## src/rtl/vdma_sched_pkg.sv

```systemverilog
// Shared types and constants for the VDMA write-side buffer scheduler.
package vdma_sched_pkg;

    localparam int unsigned NBUF = 5;

    localparam logic [NBUF-1:0] WR_PTR_RST = 5'b00001;
    // Matches the reader's reset pointer so the two sides agree out of reset.
    localparam logic [NBUF-1:0] RD_PTR_RST = 5'b00010;

    typedef enum logic [1:0] {
        ST_IDLE,
        ST_WRITE,
        ST_ADVANCE
    } sched_state_e;

    function automatic int unsigned onehot_idx(input logic [NBUF-1:0] v);
        int unsigned idx;
        idx = 0;
        for (int unsigned i = 0; i < NBUF; i++) begin
            if (v[i]) idx = i;
        end
        return idx;
    endfunction

endpackage

```

## src/rtl/buf_pick_rr.sv

```systemverilog
// Round-robin buffer picker: first candidate strictly above the start pointer,
// wrapping from the top buffer back to buffer 0.
module buf_pick_rr
    import vdma_sched_pkg::*;
(
    input  logic [NBUF-1:0] cand,
    input  logic [NBUF-1:0] start,
    output logic [NBUF-1:0] pick,
    output logic            found
);

    logic [2*NBUF-1:0] rot_dbl;
    logic [2*NBUF-1:0] back_dbl;
    logic [NBUF-1:0]   rot;
    logic [NBUF-1:0]   sel_rot;
    int unsigned       sh;

    always_comb begin
        sh      = onehot_idx(start) + 1;
        // Rotate so the bit above start lands at position 0, encode, rotate back.
        rot_dbl = {cand, cand} >> sh;
        rot     = rot_dbl[NBUF-1:0];
        sel_rot = '0;
        found   = 1'b0;
        for (int unsigned i = 0; i < NBUF; i++) begin
            if (!found && rot[i]) begin
                sel_rot[i] = 1'b1;
                found      = 1'b1;
            end
        end
        back_dbl = {sel_rot, sel_rot} << sh;
        pick     = back_dbl[2*NBUF-1:NBUF];
    end

endmodule

```

## src/rtl/wr_base_sched.sv

```systemverilog
// Write-side frame-buffer scheduler: picks the next write buffer on each frame
// start and publishes the most recently completed buffer to the reader.
module wr_base_sched
    import vdma_sched_pkg::*;
#(
    parameter int unsigned CNT_W = 16
) (
    input  logic             clk,
    input  logic             rst,
    input  logic             en,
    input  logic             wr_vsync,
    input  logic [NBUF-1:0]  buf_mask,
    input  logic [NBUF-1:0]  rd_lock,
    output logic [NBUF-1:0]  wr_curr_point,
    output logic [NBUF-1:0]  last_next_point,
    output logic             frame_done,
    output logic             frame_drop,
    output logic [CNT_W-1:0] frame_cnt,
    output logic [CNT_W-1:0] drop_cnt
);

    sched_state_e     state_q, state_d;
    logic             vs_q, vs_qq, rise;
    logic [NBUF-1:0]  wr_ptr_q, wr_ptr_d;
    logic [NBUF-1:0]  last_q, last_d;
    logic             done_q, done_d;
    logic             drop_q, drop_d;
    logic [CNT_W-1:0] fcnt_q, fcnt_d;
    logic [CNT_W-1:0] dcnt_q, dcnt_d;
    logic [NBUF-1:0]  cand;
    logic [NBUF-1:0]  pick;
    logic             found;

    assign rise = vs_q & ~vs_qq;
    assign cand = buf_mask & ~rd_lock & ~last_q & ~wr_ptr_q;

    buf_pick_rr u_pick (
        .cand  (cand),
        .start (wr_ptr_q),
        .pick  (pick),
        .found (found)
    );

    always_comb begin
        state_d  = state_q;
        wr_ptr_d = wr_ptr_q;
        last_d   = last_q;
        fcnt_d   = fcnt_q;
        dcnt_d   = dcnt_q;
        done_d   = 1'b0;
        drop_d   = 1'b0;
        case (state_q)
            ST_IDLE: begin
                if (rise && en) state_d = ST_WRITE;
            end
            ST_WRITE: begin
                if (!en)       state_d = ST_IDLE;
                else if (rise) state_d = ST_ADVANCE;
            end
            ST_ADVANCE: begin
                // The commit completes even if en fell during this cycle.
                state_d = en ? ST_WRITE : ST_IDLE;
                if (found) begin
                    last_d   = wr_ptr_q;
                    wr_ptr_d = pick;
                    fcnt_d   = fcnt_q + 1'b1;
                    done_d   = 1'b1;
                end else begin
                    drop_d = 1'b1;
                    if (dcnt_q != '1) dcnt_d = dcnt_q + 1'b1;
                end
            end
            default: state_d = ST_IDLE;
        endcase
    end

    always_ff @(posedge clk) begin
        if (rst) begin
            vs_q     <= 1'b0;
            vs_qq    <= 1'b0;
            state_q  <= ST_IDLE;
            wr_ptr_q <= WR_PTR_RST;
            last_q   <= RD_PTR_RST;
            fcnt_q   <= '0;
            dcnt_q   <= '0;
            done_q   <= 1'b0;
            drop_q   <= 1'b0;
        end else begin
            vs_q     <= wr_vsync;
            vs_qq    <= vs_q;
            state_q  <= state_d;
            wr_ptr_q <= wr_ptr_d;
            last_q   <= last_d;
            fcnt_q   <= fcnt_d;
            dcnt_q   <= dcnt_d;
            done_q   <= done_d;
            drop_q   <= drop_d;
        end
    end

    assign wr_curr_point   = wr_ptr_q;
    assign last_next_point = last_q;
    assign frame_done      = done_q;
    assign frame_drop      = drop_q;
    assign frame_cnt       = fcnt_q;
    assign drop_cnt        = dcnt_q;

endmodule

```

## config.mk

```make
export PLATFORM = sky130hd
export DESIGN_NAME = wr_base_sched
export DESIGN_NICKNAME = d
export VERILOG_FILES = /design/src/rtl/vdma_sched_pkg.sv /design/src/rtl/buf_pick_rr.sv /design/src/rtl/wr_base_sched.sv
export SDC_FILE = /design/constraint.sdc
export NUM_CORES = 1
export LEC_CHECK = 0
export ABC_AREA = 0
export ABC_CLOCK_PERIOD_IN_PS = 8060
export CAP_MARGIN = 30
export CORE_MARGIN = 8
export CORE_UTILIZATION = 44
export CTS_BUF_LIST = sky130_fd_sc_hd__clkbuf_4 sky130_fd_sc_hd__clkbuf_8
export CTS_CLUSTER_DIAMETER = 200
export DETAILED_ROUTE_END_ITERATION = 8
export DONT_BUFFER_PORTS = 1
export SYNTH_ARGS = -nofsm -noshare
export SYNTH_HDL_FRONTEND = slang
export SYNTH_SLANG_ARGS = --single-unit
```

## constraint.sdc

```tcl
create_clock -name clk -period 8.06 [get_ports clk]
set_clock_uncertainty 0.1 [all_clocks]
set_input_delay 1.612 -clock clk [delete_from_list [all_inputs] [get_ports clk]]
set_output_delay 1.612 -clock clk [all_outputs]
set_load 0.02 [all_outputs]
```

==> flow_summary.yaml, run 1 <==
critical_path:
  cp_slowest_cell: "or4b_1"
  setup.worst_path.end_class: "register"
  cp.required_ps: 8160
  crit_type: "input port to register"
  reg2reg_depth: 7
  crit_chain: "nor4b_1 > a22oi_1 > o2111ai_2 > or4b_1 > buf_16 > nor4_1 > mux2_1"
  cp.depth: 7
  arrival_ps: 4130
  cp_num_buf_inv: 1
  slowest_delay_ps: 840
  path_delay_family: "simple AND/OR/NAND/NOR gates"
  r2r_start: "wr_curr_point[4]"
  regToRegSetupSlack_ps: 4420
  rr_endpoint: "drop_cnt[8]"
  crit_path_max_fanout: 22
  cp-endpoint: "drop_cnt[8]"
  cp-start-kind: "input port"
  worstSetupStartpoint: "buf_mask[3]"
floorplan:
  die_y_um: 97.09
  core_region_area_sq_um: 6350
  io_pins: 58
  initial_utilization_pct: 45.56
  die_area_sq_um: 9426
  die_x_um: 97.09
  num_rows: 29
power:
  pwr-share-clk_pct: 40.9
  ir_worst_vdd_v: 0.0001251
  p_int_uw: 349.9
  p_comb_share_pct: 6.2
  powerDensity_nw_per_um2: 148.3
  totalPowerFinal_uw: 451.6
  swShare_pct: 22.51
  power_switching_uw: 101.6
  seqPwrFrac_pct: 52.8
  power_leakage_nw: 0.9893
yosys:
  synth_area_leaders: "dfxtp_1, mux2_2, a21oi_1"
  synthFlopType: "dfxtp_1"
  yosysUniqueCellTypes: 58
  async_reset_ff_share_pct: 0
  ys_ff_latch: 48
  synth_area_sq_um: 2893
  synth-edff-count: 0
  synth_top_area_share_pct: 33.22
  synth_seq_area_share_pct: 33.22
  postSynthCellCount: 357
  synth_largest_area_cell: "dfxtp_1"
  syn-num-nets: 373
  yosysWarningCount: 0
  syn_area_per_cell_sq_um: 8.103
global_routing:
  grt_pass1_wl_um: 12860
  grt_use_total_pct: 15.72
  grt-ovfl-total: 0
  use_met2_pct: 23.13
  grt_busiest_layer: "met2"
  grt_antenna_before_repair: 0
  grt_max_degree: 67
  grtUsageMet1_pct: 20.54
  grt_pass1_vias: 2497
  gr-usage-met3_pct: 5.903
placement:
  dp_cells: 410
  numPortBuffers: 0
  dp_slack_ps: 3724
  dp_hpwl_um: 5219
  gp_congestion: 0.8453
  dpl_cell_area_sq_um: 2924
clock_network:
  clk_pin_slew_worst_paths_ps: 100
  htreeDepth: 2
  ctsHoldBuffers: 0
  cts-root-buf: "clkbuf_8"
  cts_buffers: 5
  cts_setup_buffers: 0
  ctsResizeCount: 0
  cts_tree: "done"
  clk_latency_ps: 310
  cts.sinks: 48
  clockBufferDepth: 2
final_layout:
  multi_input_area_sq_um: 1790
  area_growth_syn_to_layout_pct: 5.277
  final_nets: 356
  final_cell_count_no_fill: 418
  drive_gt1_share_pct: 10.85
  n_fill_cell: 601
  final-seq-area_sq_um: 960.9
  utilization_pct: 47.96
  fin_area_sq_um: 3045
  diodes: 0
flow_run:
  max-cap-violations: 0
sta:
  fmax_mhz: 248.4
  setup_violations: 0
  max_slew_margin_pct: 43.66
  worst_pin_slew_ps: 843.9
  hold_violations: 0
  fin_ws_ps: 4035
  fin_crit_sh_pct: 49.94
  period_minus_slack_ps: 4025
  fin_setup_tns_ps: 0
  slew_viol_final: 0
  rsz0062_at_grt: "false"
  fin_hold_ws_ps: 383.0
hold_path:
  hp-start: "vs_q"
  hold_path.class: "register to register"
drt:
  drt_wl_total_um: 7580
  drt_iter0_markers: 128
  viasPerCell: 6.340
  drt-wirelength-per-cell_um: 18.13
  first_pass_iters: 4
  dr_total_vias: 2650
  drc: 0
  ant_nets: 0
run_status:
  status: "complete, no violations"
## state kept, by name, summed over array words and instances, names as in the netlist
signal	cells
drop_cnt	16
frame_cnt	16
frame_done	1
frame_drop	1
last_next_point	5
state_q	2
vs_q	1
vs_qq	1
wr_curr_point	5
## synthesized netlist by cell type (3+ instances only)
cell type and number:
dfxtp_1 48, nor2_1 30, a21oi_1 29, nand3_1 21
nor2b_1 19, clkbuf_1 17, nand2_1 16, mux2_2 15
nor3_1 14, or4_1 14, nand4_1 13, o31ai_1 13
o21ai_0 9, and3_1 8, buf_2 7, inv_1 7
nor4_1 7, nor4b_1 5, or4b_1 5, a211oi_1 4
a22oi_1 4, a311oi_1 4, nand2b_1 4, buf_1 3
## power groups by stage
stage	clock network (mW)	registers (mW)	logic, mW
final	0.185	0.239	0.0281
after global routing	0.200	0.239	0.0313
after CTS	0.191	0.239	0.0283
after detailed placement	0	0.244	0.0282
after global placement	0	0.244	0.0245
after floorplan	0	0.244	0.0251
## layout make-up
cell class / instances / share of cell area, %
Clock buffer: 6 / 2.712
Clock inverter: 2 / 1.274
Inverter: 7 / 0.8628
Multi-Input combinational cell: 274 / 58.79
Sequential cell: 48 / 31.55
Tap cell: 77 / 3.164
Timing Repair Buffer: 4 / 1.643
## cells by family (layout without fill, tap and decap cells)
| logic type | after synthesis | count (layout) | synth area share (%) |
|---|---|---|---|
| compound gates | 82 | 82 | 19.55 |
| simple gates | 171 | 171 | 34.00 |
| fa+ha+maj | 2 | 2 | 0.8649 |
| mux | 18 | 18 | 6.964 |
| buf+inv | 35 | 19 | 5.104 |
| xor+xnor | 1 | 1 | 0.3028 |
| flops | 48 | 48 | 33.22 |
## worst min-delay path by stage
stage          cells after the start  slack (ps)     to
2_1_floorplan                      1         360  vs_qq
3_3_place_gp                       1         360  vs_qq
3_5_place_dp                       1         370  vs_qq
4_1_cts                            1         380  vs_qq
5_1_grt                            1         390  vs_qq
6_report                           1         380  vs_qq
## layout by cell type (no fill, tap or decap), drive strengths merged, types with 6 or more instances in the layout
cell | synthesis | layout
nand4 | 13 | 13
mux2 | 17 | 17
nor3 | 14 | 14
o21ai | 9 | 9
dfxtp | 48 | 48
nor2 | 31 | 31
nand3 | 22 | 22
nand2 | 16 | 16
and3 | 8 | 8
or4b | 6 | 6
inv | 7 | 7
clkbuf | 17 | 6
a21oi | 29 | 29
nor2b | 19 | 19
o31ai | 13 | 13
or4 | 14 | 14
nor4 | 7 | 7
nor4b | 6 | 6
## metal layers
layer  vias to the layer above  routed length [um]
li1                       1331                   -
met1                      1221                3488
met2                        83                3274
met3                        15                 689
met4                         0                 128
met5                         -                   0
Note: power is estimated with default switching activity, not from simulation.
==> run 2: changes to the inputs <==
--- a/config.mk
+++ b/config.mk
@@ -6,7 +6,7 @@
 export NUM_CORES = 1
 export LEC_CHECK = 0
 export ABC_AREA = 0
-export ABC_CLOCK_PERIOD_IN_PS = 8060
+export ABC_CLOCK_PERIOD_IN_PS = 3850
 export CAP_MARGIN = 30
 export CORE_MARGIN = 8
 export CORE_UTILIZATION = 44
==> constraint.sdc (replaced) <==
create_clock -name clk -period 3.85 [get_ports clk]
set_clock_uncertainty 0.1 [all_clocks]
set_input_delay 0.77 -clock clk [delete_from_list [all_inputs] [get_ports clk]]
set_output_delay 0.77 -clock clk [all_outputs]
set_load 0.02 [all_outputs]
==> run 2 against run 1 <==
Against the previous run: sequential power rose by 110%; global-route usage down 0.24 points; sequential cell count is the same; clock-buffer cell count unchanged; wire length is 0.29% lower; cell area rose by 0.33%; die area unchanged; critical path depth unchanged; clock power up 110%; via count is 3.0% higher; hold slack worse by 2.8 ps.
==> flow_summary.yaml, run 2 (synthesis results as in run 1) <==
final_layout:
  area_growth_syn_to_layout_pct: 5.623
  layout_commonest_cell: "dfxtp_1"
  final_cell_count_no_fill: 422
  final_cell_mix: "dfxtp_1, nor2_1, a21oi_1, nand3_1, nor2b_1"
  utilization_pct: 48.12
  diodes: 0
  fin_area_sq_um: 3055
  drive_gt1_share_pct: 11.88
  final_nets: 360
  n_fill_cell: 622
drt:
  drt-wirelength-per-cell_um: 17.91
  drt_wl_total_um: 7558
  first_pass_iters: 4
  drc: 0
  dr_total_vias: 2730
  viasPerCell: 6.469
  ant_nets: 0
  drt_iter0_markers: 160
sta:
  fin_setup_tns_ps: 0
  rsz0062_at_grt: "false"
  setup_violations: 0
  fin_crit_sh_pct: 82.21
  period_minus_slack_ps: 3165
  fmax_mhz: 315.9
  slew_viol_final: 0
  max_slew_margin_pct: 47.58
  worst_pin_slew_ps: 775.4
  hold_violations: 0
floorplan:
  initial_utilization_pct: 45.56
  die_x_um: 97.09
  num_rows: 29
  die_area_sq_um: 9426
  core_region_area_sq_um: 6350
  io_pins: 58
  die_y_um: 97.09
critical_path:
  regToRegSetupSlack_ps: 680
  crit_path_max_fanout: 33
  cp-start-kind: "register"
  crit_type: "register to register"
  setup.worst_path.end_class: "register"
  cp.required_ps: 3940
  arrival_ps: 3250
clock_network:
  clk_latency_ps: 300
  cts_buffers: 5
  ctsHoldBuffers: 0
  cts_setup_buffers: 0
  htreeDepth: 2
  ctsResizeCount: 0
  cts_tree: "done"
  clockBufferDepth: 2
  cts-root-buf: "clkbuf_8"
  clk_pin_slew_worst_paths_ps: 90
  cts.sinks: 48
placement:
  dp_hpwl_um: 5243
  dpl_cell_area_sq_um: 2934
  gp_congestion: 0.8601
  numPortBuffers: 0
  dp_cells: 414
global_routing:
  grt_max_degree: 67
  grt_pass1_vias: 2486
  grt-ovfl-total: 0
  grt_antenna_before_repair: 0
  grt_busiest_layer: "met2"
  grt_use_total_pct: 15.47
  gr-usage-met3_pct: 5.619
  use_met2_pct: 23.70
  grtUsageMet1_pct: 19.88
  grt_pass1_wl_um: 12780
power:
  powerDensity_nw_per_um2: 306.9
  ir_worst_vdd_v: 0.0003033
  power_leakage_nw: 1.002
  totalPowerFinal_uw: 937.7
run_status:
  status: "complete, no violations"
hold_path:
  hold_path.class: "register to register"
flow_run:
  max-cap-violations: 0
-- run 2: final timing paths --
kind / startpoint / end / depth (start not counted)
min reg2reg: vs_q / vs_qq / 1
min: vs_q / vs_qq / 1
max: wr_curr_point[2] / drop_cnt[6] / 7
max reg2reg: wr_curr_point[2] / drop_cnt[6] / 7
-- run 2: final cells by class --
type	count	area, sq um	area share, %
Clock buffer	6	82.58	2.703
Multi-Input combinational cell	274	1790	58.60
Clock inverter	2	38.79	1.269
Tap cell	77	96.34	3.153
Sequential cell	48	960.9	31.45
Timing Repair Buffer	8	60.06	1.966
Inverter	7	26.28	0.8600
-- run 2: worst max-delay path: stages (launching register included) --
cell	delay (ps)
dfxtp_1	620
and2b_1	300
a32oi_2	310
nand3_2	220
or4b_1	540
buf_4	250
nor4_1	360
mux2_1	350
-- run 2: routing by layer --
metal | up-vias | routed length, um | part of all wire [%]
met2 | 103 | 3382 | 45
met1 | 1283 | 3390 | 45
met4 | 0 | 63 | 0.83
li1 | 1333 | - | -
met3 | 11 | 721 | 9.5
met5 | - | 0 | 0
-- run 2: stage by stage --
| step | setup WS (ps) | hold WS [ps] |
|---|---|---|
| 6_report | 684.9 | 380.2 |
| 5_1_grt | 431.4 | 391.7 |
| 4_1_cts | 720.5 | 383.7 |
| 3_5_place_dp | 554.3 | 370.1 |
| 3_3_place_gp | 597.5 | 363.8 |
| 2_1_floorplan | 789.9 | 359.5 |
-- run 2: report_power, final --
part / switching (mW) / internal [mW]
combinational: 0.0362 / 0.0183
clock: 0.171 / 0.213
sequential: 0.00155 / 0.498
